==> src/rtl/serial_arith_pkg.sv <==
// Shared definitions for the bit-serial arithmetic family (adder, subtractor).
// Holds the default operand width and the common three-state FSM encoding.
package serial_arith_pkg;

   localparam int unsigned DEFAULT_WIDTH = 8;

   // Encoding 2'd3 is unused; the FSMs treat it as illegal and recover to IDLE.
   typedef enum logic [1:0] {
      ST_IDLE  = 2'd0,
      ST_SHIFT = 2'd1,
      ST_DONE  = 2'd2
   } state_e;

endpackage

==> src/rtl/full_adder.sv <==
// One-bit combinational full adder used as the serial bit cell.
// Ports: a, b, cin  - addend bits and carry-in
//        sum_c      - a ^ b ^ cin
//        cout_c     - majority(a, b, cin)
module full_adder (
   input  logic a,
   input  logic b,
   input  logic cin,
   output logic sum_c,
   output logic cout_c
);

   assign sum_c  = a ^ b ^ cin;
   assign cout_c = (a & b) | (a & cin) | (b & cin);

endmodule

==> src/rtl/serial_adder.sv <==
// Bit-serial ripple adder: {cout, sum_out} = a_in + b_in + cin, one bit per clock,
// LSB first, through a single registered carry.
// Ports: clk, rst_n                 - clock, async active-low reset
//        start_valid/start_ready    - operand handshake (a_in, b_in, cin)
//        sum_out, cout              - registered result, held until next accept
//        done_valid/done_ready      - result handshake
//        busy                       - high in SHIFT or DONE
module serial_adder
   import serial_arith_pkg::*;
#(
   parameter int unsigned WIDTH = DEFAULT_WIDTH
) (
   input  logic             clk,
   input  logic             rst_n,
   input  logic             start_valid,
   output logic             start_ready,
   input  logic [WIDTH-1:0] a_in,
   input  logic [WIDTH-1:0] b_in,
   input  logic             cin,
   output logic [WIDTH-1:0] sum_out,
   output logic             cout,
   output logic             done_valid,
   input  logic             done_ready,
   output logic             busy
);

   localparam int unsigned CNT_W = (WIDTH > 1) ? $clog2(WIDTH) : 1;

   state_e             state_q, state_d;
   logic [WIDTH-1:0]   a_q, a_d;
   logic [WIDTH-1:0]   b_q, b_d;
   logic [WIDTH-1:0]   sum_q, sum_d;
   logic               carry_q, carry_d;
   logic               cout_q, cout_d;
   logic [CNT_W-1:0]   cnt_q, cnt_d;
   logic               bit_sum;
   logic               bit_carry;

   // Bit cell; the carry register lives here, outside the cell.
   full_adder u_fa (
      .a      (a_q[0]),
      .b      (b_q[0]),
      .cin    (carry_q),
      .sum_c  (bit_sum),
      .cout_c (bit_carry)
   );

   // State and datapath registers.
   always_ff @(posedge clk or negedge rst_n) begin
      if (!rst_n) begin
         state_q <= ST_IDLE;
         a_q     <= '0;
         b_q     <= '0;
         sum_q   <= '0;
         carry_q <= 1'b0;
         cout_q  <= 1'b0;
         cnt_q   <= '0;
      end else begin
         state_q <= state_d;
         a_q     <= a_d;
         b_q     <= b_d;
         sum_q   <= sum_d;
         carry_q <= carry_d;
         cout_q  <= cout_d;
         cnt_q   <= cnt_d;
      end
   end

   // Next-state and datapath update.
   always_comb begin
      state_d = state_q;
      a_d     = a_q;
      b_d     = b_q;
      sum_d   = sum_q;
      carry_d = carry_q;
      cout_d  = cout_q;
      cnt_d   = cnt_q;

      case (state_q)
         ST_IDLE: begin
            if (start_valid) begin
               a_d     = a_in;
               b_d     = b_in;
               carry_d = cin;
               cnt_d   = '0;
               sum_d   = '0;
               cout_d  = 1'b0;
               state_d = ST_SHIFT;
            end
         end
         ST_SHIFT: begin
            carry_d = bit_carry;
            a_d     = a_q >> 1;
            b_d     = b_q >> 1;
            // Sum bits enter at the MSB so the LSB lands at bit 0 after WIDTH shifts.
            sum_d   = {bit_sum, sum_q[WIDTH-1:1]};
            cnt_d   = cnt_q + CNT_W'(1);
            if (cnt_q == CNT_W'(WIDTH - 1)) begin
               cout_d  = bit_carry;
               cnt_d   = '0;
               state_d = ST_DONE;
            end
         end
         ST_DONE: begin
            if (done_ready) begin
               state_d = ST_IDLE;
            end
         end
         default: begin
            state_d = ST_IDLE;
         end
      endcase
   end

   // Status outputs are pure decodes of the state register.
   assign start_ready = (state_q == ST_IDLE);
   assign done_valid  = (state_q == ST_DONE);
   assign busy        = (state_q == ST_SHIFT) || (state_q == ST_DONE);
   assign sum_out     = sum_q;
   assign cout        = cout_q;

endmodule

==> config.mk <==
export PLATFORM = sky130hd
export DESIGN_NAME = serial_adder
export DESIGN_NICKNAME = d
export VERILOG_FILES = /design/src/rtl/serial_arith_pkg.sv /design/src/rtl/full_adder.sv /design/src/rtl/serial_adder.sv
export SDC_FILE = /design/constraint.sdc
export NUM_CORES = 1
export LEC_CHECK = 0
export CAP_MARGIN = 10
export CORE_MARGIN = 5
export CORE_UTILIZATION = 30
export CTS_CLUSTER_DIAMETER = 80
export DETAILED_ROUTE_END_ITERATION = 12
export DONT_BUFFER_PORTS = 1
export SLEW_MARGIN = 10
export SYNTH_ARGS = -nofsm -noshare
export SYNTH_HDL_FRONTEND = slang
export SYNTH_SLANG_ARGS = --single-unit
export TNS_END_PERCENT = 30
==> constraint.sdc <==
create_clock -name clk -period 1.8 [get_ports clk]
set_input_delay 0.27 -clock clk [delete_from_list [all_inputs] [get_ports clk]]
set_output_delay 0.27 -clock clk [all_outputs]
set_load 0.02 [all_outputs]
After elaboration in Yosys (flattened, before gate mapping)
Index checks and enable logic that the tools add are counted.

word-level totals
  flip-flop bits (word level) = 31
  bits of input ports = 21
  output and inout port bits = 12
  logic and storage cells = 45

operators by class
  add/sub/neg operators = 1
  eq/ne operators = 6
  mux-type cells = 18
  bitwise logic cells = 7
  reductions and logical operators = 6

operators by type and width
  kind                                                                      count
  8-bit case mux with 2 select lines                                        3
  8-bit two-way mux                                                         3
  2-bit two-way mux                                                         3
  3-bit two-way mux                                                         2
  2-bit case mux with 3 select lines                                        1
  3-bit case mux with 2 select lines                                        1
  3-bit AND reduction                                                       2
  2-bit inequality test (second input constant)                             2
  1-bit case mux with 2 select lines                                        2
  3-bit by 1-bit adder with 3-bit output (second input constant)            1
  1-bit AND                                                                 3
  3-bit == test (second input constant)                                     1
  1-bit two-way mux                                                         3
  2-bit by 1-bit == test with 1-bit output (second input constant)          1
  2-bit == test (second input constant)                                     1
  2-bit zero test                                                           1
  2-bit by 1-bit inequality test with 1-bit output (second input constant)  1
  1-bit bitwise OR                                                          2
  2-bit AND reduction                                                       1
  2-bit nonzero test                                                        1
  1-bit bitwise XOR                                                         2
  1-bit logical OR                                                          1

Longest topological paths before layout
Gate-level depths: netlist of run 1.

  depth in word-level cells = 5
  mapped depth = 6
  mapped depth without buffers = 5

Hierarchy
From an unflattened synthesis of run 1, not the netlist that was laid out.

second synthesis, totals
  cell total of the unflattened synthesis = 121
  area, all modules = 1457.6 um^2

modules (own cells, without submodules)
  module        instances  cells each  area each (um^2)  sequential area each (um^2)
  serial_adder  1          120         1437.6            775.7
  full_adder    1          1           20.0              0.0

Worst setup path before layout of run 1
OpenSTA, ideal clock, no wires.

  path type = register to register
  from = reg state_q[0]
  to = reg cnt_q[0]
  setup time = 95 ps
  arrival = 1572 ps
  required time = 1705 ps
  setup slack = 132 ps
  stages on the path, launching flop included = 7
  path buffers = 1
  period minus slack after synthesis = 1668 ps
  cells stage by stage = dfrtp_1 inv_1 ha_1 mux2i_4 buf_2 nand2_1 o31ai_1

between the ends
  cells in the longest elaborated chain, start to end = 3
  elaborated cells on any way between the ends = 6
  classes of those cells = eq/ne: 2; mux: 1; reduce/logical: 3

RTL lines
  item                                                                                 RTL line            text
  from (decl)                                                                          serial_adder.sv:29  state_e state_q, state_d;
  from (signal assigned)                                                               serial_adder.sv:59  state_q <= state_d;
  2-bit zero test *                                                                    -
  net start_ready                                                                      serial_adder.sv:16  output logic start_ready,
  2-bit inequality test (no source line) / 2-bit nonzero test (equally long branches)  -
  2-bit AND reduction (no source line)                                                 -
  to (signal assigned)                                                                 serial_adder.sv:65  cnt_q <= cnt_d;
  to (decl)                                                                            serial_adder.sv:35  logic [CNT_W-1:0] cnt_q, cnt_d;

Mark *: on every way through the listed nets, which the timed path passes. The rest lies on a longest branch.
A chain may end at the register's enable or synchronous reset.

Final worst setup path of run 1
  from = reg state_q[0]
  to = reg state_q[1]

between the ends
  cells in the longest elaborated chain, start to end = 3
  elaborated cells on any way between the ends = 8
  classes of those cells = eq/ne: 5; mux: 1; reduce/logical: 2

RTL lines
  item                                                                                                               RTL line            text
  2-bit by 1-bit == test with 1-bit output, or another cell as far along                                             serial_adder.sv:79  case (state_q)
  2-bit inequality test (no source line) / 2-bit by 1-bit inequality test with 1-bit output (equally long branches)  -
  3-bit AND reduction (no source line)                                                                               -

Several ways; a longest one is shown, not always the timed one.

==> results of run 1 <==
## sequential cells by signal (all words and copies together), names as in the netlist
register / count
sum_out: 8
cout: 1
state_q: 2
b_q: 8
carry_q: 1
cnt_q: 3
a_q: 8
## through the flow
stage	util [%]	hold WS (ps)	power, mW
6_report	35.0	161	3.13
5_1_grt	35.0	151	3.40
3_5_place_dp	32.2	-24.6	2.54
2_1_floorplan	-	-25.6	2.32
3_3_place_gp	32.2	-24.6	2.44
4_1_cts	34.9	157	3.16
## critical path, stage by stage (launching register included)
cell and delay (ps):
sky130_fd_sc_hd__dfrtp_1 390, sky130_fd_sc_hd__inv_1 90, sky130_fd_sc_hd__ha_1 300, sky130_fd_sc_hd__nor2b_1 190, sky130_fd_sc_hd__a221oi_2 230, sky130_fd_sc_hd__mux2_2 370
## layer usage
| metal | up-vias | share of wire (%) |
|---|---|---|
| met5 | - | 0 |
| met4 | 0 | 0.65 |
| met3 | 4 | 7.7 |
| met2 | 26 | 49 |
| met1 | 456 | 42 |
| li1 | 450 | - |
## power breakdown
part           internal [mW]  switching, mW  total, mW
logic                  0.553          0.711       1.26
registers              0.999          0.277       1.28
clock network          0.348          0.238      0.586
total                   1.90           1.23       3.13
## path summary, 6_finish.rpt
| check | start | end | slack, ps |
|---|---|---|---|
| setup / recovery | state_q[0] | state_q[1] | 110 |
| hold / removal | b_in[7] | b_q[7] | 160 |
| setup reg to reg | state_q[0] | state_q[1] | 110 |
| hold reg to reg | b_q[6] | b_q[6] | 480 |
| max in group asynchronous | rst_n | sum_out[6] | 1190 |
| min in group asynchronous | rst_n | b_q[5] | 440 |
## final cells by class
| cell class | count | area, µm² | share of cell area [%] |
|---|---|---|---|
| Timing Repair Buffer | 6 | 63.8 | 3.83 |
| Tap cell | 67 | 83.8 | 5.04 |
| Sequential cell | 31 | 776 | 46.6 |
| Multi-Input combinational cell | 82 | 611 | 36.7 |
| Clock buffer | 8 | 100 | 6.02 |
| Inverter | 8 | 30.0 | 1.80 |
## repair_timing
action / CTS / global route
hold endpoints to repair: 31 / 0
resized for setup: 0 / 1
hold buffers: 2 / 0
endpoints found under the setup margin: 0 / 5
buffers inserted: 0 / 0
## cells in the final DEF (no fill, tap or decap)
cell type and instances:
sky130_fd_sc_hd__dlygate4sd3_1 1, sky130_fd_sc_hd__mux2_2 2, sky130_fd_sc_hd__o21ai_0 15, sky130_fd_sc_hd__a22o_1 10
sky130_fd_sc_hd__clkbuf_8 7, sky130_fd_sc_hd__a221oi_2 1, sky130_fd_sc_hd__dfrtp_1 31, sky130_fd_sc_hd__mux2i_1 15
sky130_fd_sc_hd__o21ai_1 3, sky130_fd_sc_hd__fa_1 1, sky130_fd_sc_hd__nand2_1 20, sky130_fd_sc_hd__and2_1 1
sky130_fd_sc_hd__ha_1 6, sky130_fd_sc_hd__nor2b_1 1, sky130_fd_sc_hd__buf_4 3, sky130_fd_sc_hd__o31ai_1 2
sky130_fd_sc_hd__mux2i_4 1, sky130_fd_sc_hd__buf_6 1, sky130_fd_sc_hd__nand2b_1 4, sky130_fd_sc_hd__buf_12 1
sky130_fd_sc_hd__clkbuf_1 1, sky130_fd_sc_hd__inv_1 8
## logic make-up after synthesis
logic type               count (synthesis)  synth area share (%)
adder cells (fa/ha/maj)                  7                  6.47
multiplexers                            18                  13.3
AND/OR/NAND/NOR                         26                  7.66
buffers and inverters                   15                  5.70
flip-flops                              31                  52.8
AO/OA/AOI/OAI                           31                  14.1
==> impl_metrics.tcl, run 1 <==
set metrics [dict create \
    status "completed" \
    grt_pass1_wl_um 4930 \
    post_synth_num_cell_types 19 \
    drt_iter0_drc 17 \
    synth_common_cells "sky130_fd_sc_hd__dfrtp_1 (31), sky130_fd_sc_hd__nand2_1 (20), sky130_fd_sc_hd__mux2i_1 (15), sky130_fd_sc_hd__o21ai_0 (15), sky130_fd_sc_hd__a22o_1 (10)" \
    dp_cells 192 \
    syn-instance-count 128 \
    power_per_cell_area_nw_per_um2 1880 \
    route.final.wire_length_um 2920 \
    grt_pass1_vias 1003 \
    globalRouteMet1Util_pct 11.8 \
    synth_seq_cells 31 \
    worst-path-max-fanout 5 \
    grt.met3_usage_pct 4.85 \
    diodes 0 \
    clock_sinks 31 \
    post-place-ws_ps 108 \
    slew_viols_final 0 \
    die-area_um2 6400 \
    headroom_to_the_max_slew_limit_pct 77.8 \
    synthesis.yosys.warnings 0 \
    antenna_found_initial 0 \
    synthFlopType "sky130_fd_sc_hd__dfrtp_1" \
    use_met2_pct 16.4 \
    tritoncts "built" \
    wire_per_inst_um 14.5 \
    crit_path_start_kind "flop" \
    final_antenna_net_count 0 \
    setup_repair_after_global_routing_missed_its_margin "no" \
    clock.fmax_mhz 593 \
    area_post_placement_um2 1530 \
    ys_seq_area_share_pct 52.8 \
    final_layout_size_suffix_gt1_share_pct 11.9 \
    floorplan.die.width_um 80.0 \
    cp_data_arrival_time_ps 1850 \
    final.setup.tns_ps 0 \
    finalClockSkew_ps 4.15 \
    timing.hold.worst_path_depth 2 \
    viasPerCell 4.63 \
    grt_remaining_overflow 0 \
    cts.reportedPaths.clkPinSlew_ps 60 \
    post_synth.cell_area_avg_um2 11.5 \
    ioPinCount 33 \
    cts_root_buf "sky130_fd_sc_hd__clkbuf_8" \
    max_cap_violation_count 0 \
    place.port_buffers 0 \
    post-synth-top-area-fraction_pct 52.8 \
    top_usage_layer "met2" \
    final_min_period_over_clock_period_pct 93.6 \
    postLayoutSetupSlackWorst_ps 114 \
    hold_class "in2reg" \
    grt_start_max_net_pins 33 \
    final_design_area_no_fill_um2 1660 \
    dieHeight_um 80.0 \
    num-nets-final 162 \
    postSynthNetCount 156 \
    cellLeakagePower_nw 0.765 \
    timing.critical_path.to_type "flop" \
    floorplan.initialDensity_pct 30.9 \
    detailedRoute.firstPassIterationCount 4 \
    clock_path_buffers 2 \
    area_delta_synth_final_pct 13.2 \
    drcViolationCount 0 \
    synth_top_area_cell "sky130_fd_sc_hd__dfrtp_1" \
    timing_hold_violations_final 0 \
    num_rows 25 \
    via_count 936 \
    yosys-top-cells-area "sky130_fd_sc_hd__dfrtp_1 (53%), sky130_fd_sc_hd__mux2i_1 (10%), sky130_fd_sc_hd__a22o_1 (6.0%), sky130_fd_sc_hd__ha_1 (5.1%), sky130_fd_sc_hd__nand2_1 (5.1%)" \
    core_area_um2 4750 \
    vdd_drop_max_uv 1350 \
    clock_insertion_delay_worst_skew_ps 270 \
    worst-setup-path-type "reg2reg" \
    worst_pin_slew_ps 333 \
    post-route-min-period_ps 1690 \
    post-dp-hpwl_um 2150 \
    globalRouteTotalUtil_pct 10.1 \
    rr_worst_depth 5 \
    numCtsBuffers 5 \
    mappedNetlistArea_um2 1470 \
    worst_ep_required_time_ps 1960 \
    num-fill-cells 484 \
    setup_violations 0 \
    instances_no_fill 202 \
    gpl.final_weighted_congestion 0.681 \
    htreeDepth 2 \
    async_flop_share_pct 100 \
    synth-edff-count 0 \
    post-synth-top-count-cell "sky130_fd_sc_hd__dfrtp_1" \
]
Note: power is estimated with default switching activity, not from simulation.
==> run 2, diff against run 1 <==
--- a/config.mk
+++ b/config.mk
@@ -6,11 +6,14 @@
 export NUM_CORES = 1
 export LEC_CHECK = 0
 export CAP_MARGIN = 10
+export CELL_PAD_IN_SITES_DETAIL_PLACEMENT = 1
+export CELL_PAD_IN_SITES_GLOBAL_PLACEMENT = 2
 export CORE_MARGIN = 5
 export CORE_UTILIZATION = 30
 export CTS_CLUSTER_DIAMETER = 80
 export DETAILED_ROUTE_END_ITERATION = 12
 export DONT_BUFFER_PORTS = 1
+export PLACE_DENSITY_LB_ADDON = 0.1
 export SLEW_MARGIN = 10
 export SYNTH_ARGS = -nofsm -noshare
 export SYNTH_HDL_FRONTEND = slang
==> constraint.sdc (replaced) <==
create_clock -name clk -period 1.5 [get_ports clk]
set_input_delay 0.225 -clock clk [delete_from_list [all_inputs] [get_ports clk]]
set_output_delay 0.225 -clock clk [all_outputs]
set_load 0.02 [all_outputs]
==> impl_metrics.tcl, run 2 (synthesis results as in run 1) <==
set metrics [dict create \
    met2_routed_wl_um 1400 \
    drt-met1-wl_um 1360 \
    grt_pass1_wl_um 5130 \
    worstReg2RegStart "cnt_q[1]" \
    switching_share_pct 36.8 \
    setup_violations 2 \
    worst_pin_slew_ps 272 \
    place.port_buffers 0 \
    post-dp-hpwl_um 2190 \
    max_cap_violation_count 0 \
    timing.critical_path.to_type "flop" \
    tritoncts "built" \
    share_seq_of_total_power_pct 34.9 \
    layout.core_utilization_pct 39.2 \
    gpl.final_weighted_congestion 0.674 \
    diodes 0 \
    clock_path_buffers 2 \
    viasPerCell 4.62 \
    critical-path-top-delay-family "flip-flops" \
    headroom_to_the_max_slew_limit_pct 81.8 \
    power_per_cell_area_nw_per_um2 2350 \
    num_rows 25 \
    clock_sinks 31 \
    worst-path-max-fanout 2 \
    drt_iter0_drc 26 \
    dieHeight_um 80.0 \
    area_delta_synth_final_pct 26.8 \
    netSwitchingPower_mw 1.61 \
    pwr-share-clk_pct 19.5 \
    cts.reportedPaths.clkPinSlew_ps 70 \
    failed_checks "negative setup slack" \
    route.final.wire_length_um 3090 \
    holdPathEnd "b_q[7]" \
    rr_worst_depth 5 \
    grt_remaining_overflow 0 \
    worstReg2RegEnd "state_q[0]" \
    hp-start "b_in[7]" \
    met3RoutedLength_um 271 \
    critical_path.cell_chain "ha_2 -> ha_4 -> inv_4 -> a221oi_4 -> mux2_4" \
    htreeDepth 2 \
    critical-path-max-stage-delay_ps 360 \
    cts_root_buf "sky130_fd_sc_hd__clkbuf_8" \
    combPwrFrac_pct 45.6 \
    final_antenna_net_count 0 \
    hold_class "in2reg" \
    numCtsBuffers 5 \
    dr.max_layer_used "met4" \
    worstSetupStartpoint "cnt_q[1]" \
    globalRouteTotalUtil_pct 10.6 \
    via_count 980 \
    num-nets-final 172 \
    clock.fmax_mhz 661 \
    status "complete, but fails checks" \
    grt_start_max_net_pins 32 \
    leading_cell_type_in_the_layout_fill_and_taps_excluded "sky130_fd_sc_hd__dfrtp_1" \
    clock_insertion_delay_worst_skew_ps 280 \
    die-area_um2 6400 \
    detailedRoute.firstPassIterationCount 4 \
    setup_repair_after_global_routing_missed_its_margin "yes" \
    crit_path_start_kind "flop" \
    floorplan.die.width_um 80.0 \
    worst-setup-path-type "reg2reg" \
    finalClockSkew_ps 6.79 \
    ioPinCount 33 \
    path_buf_inv 1 \
    final_min_period_over_clock_period_pct 101 \
    dp_cells 198 \
    drcViolationCount 0 \
    wire_per_inst_um 14.6 \
    vdd_drop_max_uv 1150 \
    timing_hold_violations_final 0 \
    grt_pass1_vias 1069 \
    cp_data_arrival_time_ps 1670 \
    antenna_found_initial 0 \
    floorplan.initialDensity_pct 30.9 \
    final_layout_size_suffix_gt1_share_pct 24.8 \
    cp_slowest_cell "sky130_fd_sc_hd__dfrtp_1" \
    postLayoutSetupSlackWorst_ps -12.2 \
    worst_hold_slack_ps 89.9 \
    reg2reg_setup_slack_ps -10 \
    timing.hold.worst_path_depth 2 \
    post-route-min-period_ps 1510 \
    p_int_mw 2.77 \
    worst_ep_required_time_ps 1660 \
    instances_no_fill 212 \
    layout.cells.most_common_list "sky130_fd_sc_hd__dfrtp_1 (31), sky130_fd_sc_hd__nand2_1 (20), sky130_fd_sc_hd__mux2i_1 (15), sky130_fd_sc_hd__o21ai_0 (15)" \
    core_area_um2 4750 \
    slew_viols_final 0 \
    cellLeakagePower_nw 0.851 \
    total_power_mw 4.38 \
]
-- run 2: cell count changes in the layout (fill, tap and decap cells not counted), sizes merged --
cell	previous run	this run
clkinv	0	1
clkbuf	8	6
buf	5	15
bufinv	0	1
-- run 2: area by class of cell --
type                       count  area [µm²]
clock buffer                   6        82.6
clock inverter                 2        35.0
fill                         528        2890
inverter                       8        32.5
multi-input combinational     82         678
sequential                    31         776
tap                           67        83.8
timing repair buffer          16         176
-- run 2: per-layer routing --
layer  GRT usage (%)  up-vias
met5               0        -
met2            15.9       29
met4            4.56        0
li1                -      474
met3            5.42        7
met1            12.7      470
-- run 2: power by group through the flow --
stage          combinational (mW)  clock, mW  sequential, mW
2_1_floorplan                1.37          0            1.47
5_1_grt                      2.23      0.922            1.58
6_report                     2.00      0.853            1.53
4_1_cts                      1.95      0.878            1.52
3_5_place_dp                 1.83          0            1.54
3_3_place_gp                 1.75          0            1.51
-- run 2: worst max path at each step --
stage	end	cells past startpoint	slack [ps]
6_report	state_q[0]	5	-10
2_1_floorplan	state_q[0]	4	-0.3
4_1_cts	sum_out[3]	5	-40
5_1_grt	state_q[0]	5	-90
3_3_place_gp	sum_out[4]	5	-70
3_5_place_dp	sum_out[3]	5	-170
-- run 2: timing repair --
| action | in CTS | in global routing |
|---|---|---|
| hold endpoints to repair | 31 | 0 |
| pin swaps | 1 | 3 |
| gates resized for setup | 9 | 7 |
| hold buffers | 2 | 0 |
| setup buffers | 0 | 4 |
| endpoints found under the setup margin | 13 | 28 |
-- run 2: per-stage QoR --
stage               setup TNS (ps)  setup WS [ps]  instance area [µm²]
finish                       -22.4          -12.2                 1860
floorplan                   -0.505         -0.252                 1480
detailed placement           -1490           -167                 1630
global route                  -166          -85.4                 1860
global placement              -679          -70.9                 1630
CTS                           -290          -41.8                 1800
==> run 3, diff against run 2 <==
--- a/config.mk
+++ b/config.mk
@@ -6,14 +6,11 @@
 export NUM_CORES = 1
 export LEC_CHECK = 0
 export CAP_MARGIN = 10
-export CELL_PAD_IN_SITES_DETAIL_PLACEMENT = 1
-export CELL_PAD_IN_SITES_GLOBAL_PLACEMENT = 2
 export CORE_MARGIN = 5
 export CORE_UTILIZATION = 30
 export CTS_CLUSTER_DIAMETER = 80
 export DETAILED_ROUTE_END_ITERATION = 12
 export DONT_BUFFER_PORTS = 1
-export PLACE_DENSITY_LB_ADDON = 0.1
 export SLEW_MARGIN = 10
 export SYNTH_ARGS = -nofsm -noshare
 export SYNTH_HDL_FRONTEND = slang
==> impl_metrics.tcl, run 3 (synthesis results as in run 1) <==
set metrics [dict create \
    floorplan.initialDensity_pct 30.9 \
    drcViolationCount 0 \
    critical-path-max-stage-delay_ps 360 \
    num-nets-final 168 \
    clock_sinks 31 \
    area_delta_synth_final_pct 23.0 \
    grt_pass1_vias 1052 \
    worst-path-max-fanout 3 \
    core_area_um2 4750 \
    viasPerCell 4.55 \
    detailedRoute.firstPassIterationCount 4 \
    critical_path.cell_chain "ha_2 -> ha_4 -> inv_4 -> a221oi_4 -> mux2_4" \
    cellLeakagePower_nw 0.819 \
    failed_checks "negative setup slack" \
    die-area_um2 6400 \
    tritoncts "built" \
    max_cap_violation_count 0 \
    instances_no_fill 208 \
    crit_path_start_kind "flop" \
    post-dp-hpwl_um 2160 \
    slew_viols_final 0 \
    setup_violations 2 \
    power_per_cell_area_nw_per_um2 2340 \
    leading_cell_type_in_the_layout_fill_and_taps_excluded "sky130_fd_sc_hd__dfrtp_1" \
    layout.cells.most_common_list "sky130_fd_sc_hd__dfrtp_1 (30), sky130_fd_sc_hd__nand2_1 (20), sky130_fd_sc_hd__mux2i_1 (15), sky130_fd_sc_hd__o21ai_0 (11), sky130_fd_sc_hd__a22o_1 (10)" \
    setup_repair_after_global_routing_missed_its_margin "yes" \
    worst_ep_required_time_ps 1670 \
    headroom_to_the_max_slew_limit_pct 77.3 \
    route.final.wire_length_um 2950 \
    vdd_drop_max_uv 1070 \
    cts.reportedPaths.clkPinSlew_ps 70 \
    clock.fmax_mhz 654 \
    grt_pass1_wl_um 4990 \
    floorplan.die.width_um 80.0 \
    clock_path_buffers 2 \
    wire_per_inst_um 14.2 \
    antenna_found_initial 0 \
    htreeDepth 2 \
    numCtsBuffers 5 \
    timing_hold_violations_final 0 \
    timing.critical_path.to_type "flop" \
    globalRouteTotalUtil_pct 10.2 \
    final_layout_size_suffix_gt1_share_pct 22.7 \
    cp_data_arrival_time_ps 1700 \
    clock_insertion_delay_worst_skew_ps 280 \
    ioPinCount 33 \
    grt_remaining_overflow 0 \
    drt_iter0_drc 31 \
    diodes 0 \
    final_antenna_net_count 0 \
    status "complete, but fails checks" \
    dieHeight_um 80.0 \
    worst_pin_slew_ps 340 \
    grt_start_max_net_pins 47 \
    num_rows 25 \
    worst_hold_slack_ps 94.6 \
    dp_cells 196 \
    postLayoutSetupSlackWorst_ps -28.1 \
    num-fill-cells 494 \
    gpl.final_weighted_congestion 0.682 \
    cp_slowest_cell "sky130_fd_sc_hd__dfrtp_1" \
    finalClockSkew_ps 8.48 \
    total_power_mw 4.23 \
    post-route-min-period_ps 1530 \
    hold_class "in2reg" \
    final_min_period_over_clock_period_pct 102 \
    cts_root_buf "sky130_fd_sc_hd__clkbuf_8" \
    via_count 946 \
    place.port_buffers 0 \
    post-place-ws_ps -113 \
    worst-setup-path-type "reg2reg" \
]
==> run 3: worst paths after layout <==
kind	startpoint	to	slack, ps	depth (start not counted)
setup / recovery	cnt_q[1]	state_q[0]	-30	5
hold / removal	b_in[7]	b_q[7]	90	2
setup reg to reg	cnt_q[1]	state_q[0]	-30	5
hold reg to reg	b_q[6]	b_q[6]	490	2
max in group asynchronous	rst_n	sum_out[4]	950	2
min in group asynchronous	rst_n	a_q[6]	380	2
==> run 3: critical path: cells and delay by family (launching register included) <==
kind                     cells  cell delay (ps)
multiplexers                 1              330
AO/OA/AOI/OAI                1              330
adder cells (fa/ha/maj)      2              360
buffers and inverters        1               40
flip-flops                   1              360
==> run 3: timing repair <==
item	in CTS	in global routing
setup endpoints to repair	30	26
buffers inserted	1	1
hold buffers	2	0
hold endpoints to repair	31	0
resized for setup	15	6
pin swaps	1	4
==> run 3: layout make-up <==
| type | instances | area [µm²] | area share (%) |
|---|---|---|---|
| sequential | 31 | 777 | 43.0 |
| clock inverter | 3 | 43.8 | 2.42 |
| inverter | 8 | 32.5 | 1.80 |
| tap | 67 | 83.8 | 4.64 |
| multi-input combinational | 82 | 677 | 37.4 |
| timing repair buffer | 12 | 125 | 6.92 |
| clock buffer | 5 | 68.8 | 3.81 |
==> run 3: layer usage <==
layer	share of wire [%]	up-vias	track usage, %
li1	-	470	-
met1	41	443	10.9
met2	50	28	17.5
met3	8.2	5	5.08
met4	0.78	0	3.55
met5	0	-	0
==> run 3: power by group <==
group	switching (mW)	leakage, nW	internal [mW]
clock	0.325	0.0581	0.494
sequential	0.345	0.398	1.20
combinational	0.938	0.362	0.928
total	1.61	0.819	2.62
==> run 3: through the flow <==
| step | utilization (%) | setup TNS [ps] | area [µm²] |
|---|---|---|---|
| after floorplan | - | -0.505 | 1480 |
| after global placement | 33.3 | -0.959 | 1590 |
| after detailed placement | 33.3 | -1730 | 1590 |
| after CTS | 37.7 | -20.4 | 1790 |
| after global routing | 38.0 | -280 | 1810 |
| final | 38.0 | -52.4 | 1810 |
